<file path="config.mk">
export PLATFORM = sky130hd
export DESIGN_NAME = adder_arbiter
export DESIGN_NICKNAME = d
export VERILOG_FILES = /design/src/rtl/adder_arbiter_pkg.sv /design/src/rtl/adder_arbiter_core.sv /design/src/rtl/adder_arbiter.sv
export SDC_FILE = /design/constraint.sdc
export NUM_CORES = 1
export LEC_CHECK = 0
export CAP_MARGIN = 20
export CORE_UTILIZATION = 40
export CTS_CLUSTER_SIZE = 16
export DETAILED_ROUTE_END_ITERATION = 7
export PLACE_DENSITY = 0.69
export SKIP_LAST_GASP = 1
export SYNTH_ARGS = -nofsm -noshare
export SYNTH_HDL_FRONTEND = slang
export SYNTH_SLANG_ARGS = --single-unit
</file>
<file path="constraint.sdc">
create_clock -name clk -period 2.4 [get_ports clk]
set_input_delay 0.48 -clock clk [delete_from_list [all_inputs] [get_ports clk]]
set_output_delay 0.48 -clock clk [all_outputs]
set_load 0.03 [all_outputs]
</file>
<file path="src/rtl/adder_arbiter_pkg.sv">
// Shared types and helpers for the round-robin adder arbiter.
package adder_arbiter_pkg;

  // Operation sequencing: grant, registered add, then hold the response.
  typedef enum logic [1:0] {
    IDLE = 2'd0,
    EXEC = 2'd1,
    RESP = 2'd2
  } state_t;

  localparam int DEFAULT_WIDTH = 8;
  localparam int OPCNT_W       = 16;

  // Next requester index after idx, wrapping modulo n.
  function automatic int rr_next(input int idx, input int n);
    return (idx + 1 >= n) ? 0 : idx + 1;
  endfunction

endpackage

</file>
<file path="src/rtl/adder_arbiter_core.sv">
// Purely combinational WIDTH-bit adder producing {carry, sum}.
module adder_core
  import adder_arbiter_pkg::*;
#(
  parameter int WIDTH = DEFAULT_WIDTH
) (
  input  logic [WIDTH-1:0] i_a,
  input  logic [WIDTH-1:0] i_b,
  output logic [WIDTH-1:0] o_sum,
  output logic             o_carry
);

  // Zero-extend both operands so the carry lands in the top bit.
  assign {o_carry, o_sum} = {1'b0, i_a} + {1'b0, i_b};

endmodule

</file>
<file path="src/rtl/adder_arbiter.sv">
// Round-robin arbiter sharing one adder between NREQ valid/ready requesters.
// Each accepted request runs IDLE -> EXEC -> RESP; the response is held
// until the granted requester accepts it.
module adder_arbiter
  import adder_arbiter_pkg::*;
#(
  parameter int WIDTH    = DEFAULT_WIDTH,
  parameter int NREQ     = 2,
  parameter int SATURATE = 0
) (
  input  logic                  clk,
  input  logic                  rst_n,
  input  logic                  ena,
  input  logic [NREQ-1:0]       req_valid,
  output logic [NREQ-1:0]       req_ready,
  input  logic [NREQ*WIDTH-1:0] req_x,
  input  logic [NREQ*WIDTH-1:0] req_y,
  output logic [NREQ-1:0]       rsp_valid,
  input  logic [NREQ-1:0]       rsp_ready,
  output logic [WIDTH-1:0]      rsp_sum,
  output logic                  rsp_carry,
  output logic                  busy,
  output logic [OPCNT_W-1:0]    op_count
);

  localparam int IDXW = (NREQ > 2) ? 2 : 1;

  state_t             r_state;
  state_t             w_state_nxt;
  logic [IDXW-1:0]    r_prio;
  logic [IDXW-1:0]    r_gnt;
  logic [IDXW-1:0]    w_sel;
  logic               w_found;
  logic               w_hs;
  logic               w_rsp_hs;
  logic [WIDTH-1:0]   r_x_p0;
  logic [WIDTH-1:0]   r_y_p0;
  logic [WIDTH-1:0]   w_add_sum;
  logic               w_add_carry;
  logic [WIDTH-1:0]   r_sum_p1;
  logic               r_carry_p1;
  logic [OPCNT_W-1:0] r_op_count;

  // Clamp to all-ones on carry-out when saturation is enabled.
  function automatic logic [WIDTH-1:0] sat_sum(input logic [WIDTH-1:0] s,
                                               input logic             c);
    if ((SATURATE != 0) && c) return '1;
    return s;
  endfunction

  // Scan requesters starting at prio, wrapping, and pick the first valid one.
  always_comb begin
    int idx;
    idx     = int'(r_prio);
    w_found = 1'b0;
    w_sel   = '0;
    for (int k = 0; k < NREQ; k++) begin
      if (!w_found && req_valid[idx[IDXW-1:0]]) begin
        w_found = 1'b1;
        w_sel   = idx[IDXW-1:0];
      end
      idx = rr_next(idx, NREQ);
    end
  end

  // A grant is only offered from IDLE with ena high; valid is implied by w_found.
  assign w_hs     = (r_state == IDLE) && ena && w_found;
  assign w_rsp_hs = (r_state == RESP) && rsp_ready[r_gnt];

  // One-hot request accept toward the selected requester.
  always_comb begin
    req_ready = '0;
    if (w_hs) req_ready[w_sel] = 1'b1;
  end

  // One-hot response valid toward the granted requester while holding.
  always_comb begin
    rsp_valid = '0;
    if (r_state == RESP) rsp_valid[r_gnt] = 1'b1;
  end

  // State register.
  always_ff @(posedge clk) begin
    if (!rst_n) r_state <= IDLE;
    else        r_state <= w_state_nxt;
  end

  // Next-state logic: EXEC always lasts one cycle, RESP waits for acceptance.
  always_comb begin
    w_state_nxt = r_state;
    case (r_state)
      IDLE:    if (w_hs) w_state_nxt = EXEC;
      EXEC:    w_state_nxt = RESP;
      RESP:    if (w_rsp_hs) w_state_nxt = IDLE;
      default: w_state_nxt = IDLE;
    endcase
  end

  // Grant owner and rotating priority, updated on each accepted request.
  always_ff @(posedge clk) begin
    if (!rst_n) begin
      r_prio <= '0;
      r_gnt  <= '0;
    end else if (w_hs) begin
      r_gnt  <= w_sel;
      r_prio <= IDXW'(rr_next(int'(w_sel), NREQ));
    end
  end

  // Stage p0: operand capture at the request handshake
  always_ff @(posedge clk) begin
    if (w_hs) begin
      r_x_p0 <= req_x[w_sel*WIDTH +: WIDTH];
      r_y_p0 <= req_y[w_sel*WIDTH +: WIDTH];
    end
  end

  adder_core #(
    .WIDTH (WIDTH)
  ) u_adder_core (
    .i_a     (r_x_p0),
    .i_b     (r_y_p0),
    .o_sum   (w_add_sum),
    .o_carry (w_add_carry)
  );

  // Stage p1: registered sum/carry, held stable through RESP
  always_ff @(posedge clk) begin
    if (!rst_n) begin
      r_sum_p1   <= '0;
      r_carry_p1 <= 1'b0;
    end else if (r_state == EXEC) begin
      r_sum_p1   <= sat_sum(w_add_sum, w_add_carry);
      r_carry_p1 <= w_add_carry;
    end
  end

  // Completed-operation counter, sticking at its maximum.
  always_ff @(posedge clk) begin
    if (!rst_n) begin
      r_op_count <= '0;
    end else if (w_rsp_hs && (r_op_count != '1)) begin
      r_op_count <= r_op_count + OPCNT_W'(1);
    end
  end

  assign rsp_sum   = r_sum_p1;
  assign rsp_carry = r_carry_p1;
  assign busy      = (r_state != IDLE);
  assign op_count  = r_op_count;

endmodule
</file>
==> results of run 1 <==
## per-layer routing
metal | wire length, um | vias up | track usage [%]
met2 | 2390 | 53 | 28.7
met5 | 0 | - | 0
met3 | 193 | 8 | 4.11
met4 | 96 | 0 | 7.09
li1 | - | 1041 | -
met1 | 2310 | 940 | 20.7
## worst max path at each step
| stage | startpoint | to | slack [ns] | cells past startpoint |
|---|---|---|---|---|
| after floorplan | req_valid[0] | req_ready[0] | 0.37 | 4 |
| after global placement | req_valid[0] | req_ready[1] | 0.02 | 4 |
| after detailed placement | req_valid[0] | req_ready[1] | -0.001 | 4 |
| after CTS | r_state[1] | rsp_valid[1] | 0.12 | 3 |
| after global routing | r_state[1] | rsp_valid[1] | 0.01 | 3 |
| final | r_state[1] | rsp_valid[1] | 0.13 | 3 |
## layout by cell type, fill, tap and decap left out, types with 6 or more instances in the layout
cell / Yosys / final
ha_1: 9 / 9
mux2i_1: 8 / 8
nand2_1: 22 / 22
buf_4: 0 / 8
edfxtp_1: 16 / 16
nor2_1: 12 / 12
a21oi_1: 12 / 12
a211oi_1: 6 / 6
nand2b_1: 11 / 11
clkdlybuf4s50_1: 0 / 66
mux2_2: 17 / 17
nand3_1: 10 / 10
dfxtp_1: 29 / 29
or4_1: 6 / 6
## area by class of cell
type,instances,area [sq um],share of cell area [%]
Clock buffer,6,72.6,2.22
Clock inverter,2,10.0,0.306
Inverter,6,22.5,0.689
Multi-Input combinational cell,177,1280,39.3
Sequential cell,45,1060,32.4
Tap cell,72,90.1,2.75
Timing Repair Buffer,75,729,22.3
## critical path, cell delays in order (launching register included)
cell and delay [ns]:
dfxtp_1 0.40, nor2b_1 0.27, and2_1 0.16, clkdlybuf4s50_1 0.66
## logic make-up (layout without fill, tap and decap cells)
| kind of cell | after synthesis | after routing | synth area share [%] |
|---|---|---|---|
| adder cells (fa/ha/maj) | 10 | 10 | 5.52 |
| buffers and inverters | 15 | 89 | 2.45 |
| multiplexers | 25 | 25 | 11.3 |
| AO/OA/AOI/OAI | 50 | 50 | 14.3 |
| XOR/XNOR | 1 | 1 | 0.364 |
| flip-flops | 45 | 45 | 44.1 |
| AND/OR/NAND/NOR | 91 | 91 | 22.0 |
## state kept, by name, summed over array words and instances (netlist names)
name,cells
rsp_carry,1
op_count,16
r_state,2
r_y_p0,8
r_gnt,1
r_x_p0,8
r_prio,1
rsp_sum,8
## cells in the mapped netlist, drive strengths merged (3+ instances only)
cell type | instances | area share (%)
dfxtp | 29 | 24
nand2 | 22 | 3.4
mux2 | 17 | 8.0
edfxtp | 16 | 20
a21oi | 12 | 2.5
nand3 | 12 | 2.9
nor2 | 12 | 1.9
nand2b | 11 | 2.9
ha | 9 | 4.7
mux2i | 8 | 3.3
clkbuf | 7 | 1.1
a211oi | 6 | 1.9
o21ai | 6 | 1.2
or4 | 6 | 1.9
inv | 5 | 0.78
o31ai | 5 | 1.6
a21o | 4 | 1.2
and2 | 4 | 1.0
nor4 | 4 | 1.9
or3 | 4 | 1.0
o311ai | 3 | 1.1
o41ai | 3 | 1.1
## power by group through the flow
stage / clock [mW] / combinational (mW) / sequential (mW)
after detailed placement: 0 / 0.323 / 0.868
after global routing: 0.499 / 0.354 / 0.854
after global placement: 0 / 0.322 / 0.867
final: 0.447 / 0.322 / 0.850
after CTS: 0.462 / 0.324 / 0.851
after floorplan: 0 / 0.169 / 0.884
## through the flow
step	total power [mW]	std cells	hold WS (ns)	area (sq um)	setup WS (ns)
after detailed placement	1.19	375	0.452	3190	-0.00106
final	1.62	383	0.463	3270	0.130
after global routing	1.71	383	0.484	3270	0.0140
after CTS	1.64	383	0.464	3270	0.119
after global placement	1.19	375	0.445	3190	0.0191
after floorplan	1.05	237	0.478	2400	0.369
## what timing repair did
| action | 4_1_cts | 5_1_grt |
|---|---|---|
| setup endpoints to repair | 1 | 0 |
| resized for setup | 1 | 0 |
| setup buffers | 0 | 0 |
==> impl_metrics.yaml, run 1 <==
outcome:
  run_status: "complete, no violations"
final_layout:
  drive_gt1_share_pct: 12.2
  num_antenna_cells: 0
  area.growth.synth_to_final_pct: 36.0
  fin_util_pct: 58.0
  layout.nets: 359
  nFillCells: 511
global_route:
  grt_pass1_wl_um: 8420
  antenna_found_initial: 0
  grt_pass1_vias: 1920
  groute.usage.overall_pct: 17.1
  overflow: 0
  grt_start_max_net_pins: 30
clock_network:
  cts-htree-levels: 2
  clock_latency_ns: 0.30
  clock_path_buffers: 2
  hold_buffers: 0
  cts_num_sinks: 45
  cts-root-buf: "clkbuf_8"
  clkTransAtPathRegs_ns: 0.08
  cts-buffers-inserted: 5
  cts_tree: "yes"
hold_path:
  hold_depth: 2
  hold_path.startpoint: "rsp_sum[0]"
  holdPathEnd: "rsp_sum[0]"
  hp-class: "reg -> reg"
setup_path:
  worstSetupPathType: "reg -> out"
  r2r_end: "rsp_sum[6]"
  reg2reg_from: "r_x_p0[0]"
  crit_arrival_ns: 1.79
  reg2reg_depth: 6
  r2r_slack_ns: 0.23
  required_ns: 1.92
  cp-end-kind: "output port"
  crit_fanout: 6
  start_kind: "register"
synth:
  synth_seq_cells: 45
  syn_inst: 237
  syn_area_sq_mm: 0.00240
  ys_types: 49
  yosysSeqAreaShare_pct: 44.1
  synth_edf_count: 16
  synthArstFlopShare_pct: 0
  ys_warn_count: 0
  avgSynthCellArea_sq_um: 10.1
  synthFlopType: "dfxtp_1"
  synth_nets: 286
timing:
  fin_crit_sh_pct: 94.6
  drv_slew: 0
  finalSetupViolations: 0
  tns_ns: 0
  rsz0062_at_grt: "false"
  hold_viol_final: 0
  slew_headroom_pct: 57.7
  min_period_ns: 2.27
  tightestPinTransition_ns: 0.633
  fmax_mhz: 441
  worst_clock_skew_ns: 0.00625
floorplan:
  die_area_sq_mm: 0.00633
  core_sq_mm: 0.00564
  die_h_um: 79.5
  dieWidth_um: 79.5
  boundaryPins: 69
  initial_core_util_pct: 42.6
  rows: 27
power:
  pwr-share-clk_pct: 27.6
  sw_frac_of_total_pct: 25.8
  internal-power_mw: 1.20
  switchingPower_mw: 0.417
  p_leak_nw: 1.16
  combPwrFrac_pct: 19.9
  cellPowerDensity_mw_per_mm2: 495
  peakVddDrop_uv: 303
  p_seq_share_pct: 52.5
place:
  hpwl_um: 3870
  gp_congestion: 0.740
  portBuffers: 68
routing:
  via_count: 2042
  wirelength_um: 4990
  drc: 0
  ant_nets: 0
  vias_per_cell: 5.33
  dr.pass1.iters: 4
  first_iter_violations: 94
  drt-wirelength-per-cell_um: 13.0
job:
  cap_violations: 0
Note: power is estimated with default switching activity, not from simulation.
==> run 2, diff against run 1 <==
==> constraint.sdc (replaced) <==
create_clock -name clk -period 2.4 [get_ports clk]
set_input_delay 0.48 -clock clk [delete_from_list [all_inputs] [get_ports clk]]
set_output_delay 0.48 -clock clk [all_outputs]
set_load 0.1 [all_outputs]
==> impl_metrics.yaml, run 2 (same netlist as run 1, synthesis figures left out) <==
final_layout:
  layout.nets: 356
  design_area_sq_mm: 0.00325
  area.growth.synth_to_final_pct: 35.0
  final_cell_mix: "clkdlybuf4s50_1 (38), buf_4 (31), dfxtp_1 (29), nand2_1 (22), mux2_2 (17)"
  multi_input_area_sq_mm: 0.00129
  drive_gt1_share_pct: 21.4
  largest_reg_flops: 16
  layout_commonest_cell: "clkdlybuf4s50_1"
  seqCellArea_sq_mm: 0.00106
  num_antenna_cells: 0
  nFillCells: 502
routing:
  dr.pass1.iters: 4
  vias_per_cell: 5.49
  drc: 0
  dr_wl_met3_um: 372
  wl_met2_um: 2580
  wirelength_um: 5210
  wl_met1_um: 2210
  dr.max_layer_used: "met4"
  ant_nets: 0
  first_iter_violations: 51
  via_count: 2087
  drt-wirelength-per-cell_um: 13.7
setup_path:
  worstSetupPathType: "reg -> reg"
  required_ns: 2.59
  crit_fanout: 3
  r2r_slack_ns: 0.19
  reg2reg_depth: 6
  crit_arrival_ns: 2.41
  r2r_end: "rsp_sum[6]"
  cp-end-kind: "register"
  start_kind: "register"
  reg2reg_from: "r_x_p0[0]"
floorplan:
  die_h_um: 79.5
  initial_core_util_pct: 42.6
  dieWidth_um: 79.5
  core_sq_mm: 0.00564
  boundaryPins: 69
  rows: 27
  die_area_sq_mm: 0.00633
timing:
  tightestPinTransition_ns: 0.672
  slew_headroom_pct: 55.1
  setup_slack_ns: 0.186
  hold_viol_final: 0
  rsz0062_at_grt: "false"
  tns_ns: 0
  drv_slew: 0
  fmax_mhz: 452
  fin_hold_ws_ns: 0.461
  worst_clock_skew_ns: 0.00693
  min_period_ns: 2.21
  finalSetupViolations: 0
  fin_crit_sh_pct: 92.3
place:
  gp_congestion: 0.812
  dpl_cell_area_sq_mm: 0.00314
  hpwl_um: 3950
  portBuffers: 68
  post-place-ws_ns: 0.208
power:
  sw_frac_of_total_pct: 28.7
  cellPowerDensity_mw_per_mm2: 563
  pwr-share-clk_pct: 31.3
  p_leak_nw: 1.22
  combPwrFrac_pct: 22.3
  totalPowerFinal_mw: 1.83
  internal-power_mw: 1.30
  switchingPower_mw: 0.524
  p_seq_share_pct: 46.4
  peakVddDrop_uv: 252
hold_path:
  hp-class: "reg -> reg"
  holdPathEnd: "rsp_sum[0]"
  hold_depth: 2
  hold_path.startpoint: "rsp_sum[0]"
clock_network:
  cts-root-buf: "clkbuf_8"
  cts-buffers-inserted: 5
  cts_num_sinks: 45
  clock_latency_ns: 0.30
  cts_tree: "yes"
  cts-htree-levels: 2
  clkTransAtPathRegs_ns: 0.09
  postCtsSetupRepairBufs: 0
  clock_path_buffers: 2
  hold_buffers: 0
  ctsResizeCount: 0
outcome:
  run_status: "complete, no violations"
global_route:
  grt_pass1_wl_um: 8670
  grt_start_max_net_pins: 30
  overflow: 0
  antenna_found_initial: 0
  grt_pass1_vias: 1929
  groute.usage.overall_pct: 17.4
job:
  cap_violations: 0
run 2: power by group through the flow:
| stage | clock network [mW] | logic [mW] | registers [mW] |
|---|---|---|---|
| 6_report | 0.572 | 0.407 | 0.849 |
| 5_1_grt | 0.616 | 0.438 | 0.854 |
| 4_1_cts | 0.583 | 0.410 | 0.850 |
| 3_5_place_dp | 0 | 0.408 | 0.868 |
| 3_3_place_gp | 0 | 0.404 | 0.866 |
| 2_1_floorplan | 0 | 0.196 | 0.941 |
run 2: worst max path at each step:
stage / from / endpoint / slack [ns] / cells past startpoint
2_1_floorplan: op_count[5] / op_count[8] / 0.08 / 5
3_3_place_gp: req_valid[0] / req_ready[0] / 0.24 / 5
3_5_place_dp: r_x_p0[0] / rsp_sum[6] / 0.21 / 6
4_1_cts: r_x_p0[0] / rsp_sum[6] / 0.20 / 6
5_1_grt: r_x_p0[0] / rsp_sum[6] / 0.03 / 6
6_report: r_x_p0[0] / rsp_sum[6] / 0.19 / 6
run 2: metal layers:
layer  global-route usage [%]  vias to the layer above
li1                         -                     1034
met1                     19.6                      982
met2                     31.2                       64
met3                     4.80                        7
met4                     5.82                        0
met5                        0                        -
run 2: layout make-up:
type / instances / share of cell area, %
clock buffers: 5 / 2.12
clock inverters: 3 / 1.27
inverters: 6 / 0.694
multi-input cells: 177 / 39.7
flip-flops and latches: 45 / 32.7
well taps: 72 / 2.78
repair buffers: 72 / 20.7
run 2: worst max-delay path, cell delays in order (launching register included):
cell	delay, ns
edfxtp_1	0.38
ha_1	0.25
fa_1	0.44
a211oi_1	0.31
o21ai_0	0.21
and3_1	0.21
a311o_1	0.31
run 2: through the flow:
step                      utilization, %  instances
after global routing                57.5        380
after CTS                           57.5        380
after global placement              55.6        372
after floorplan                        -        237
final                               57.5        380
after detailed placement            55.6        372
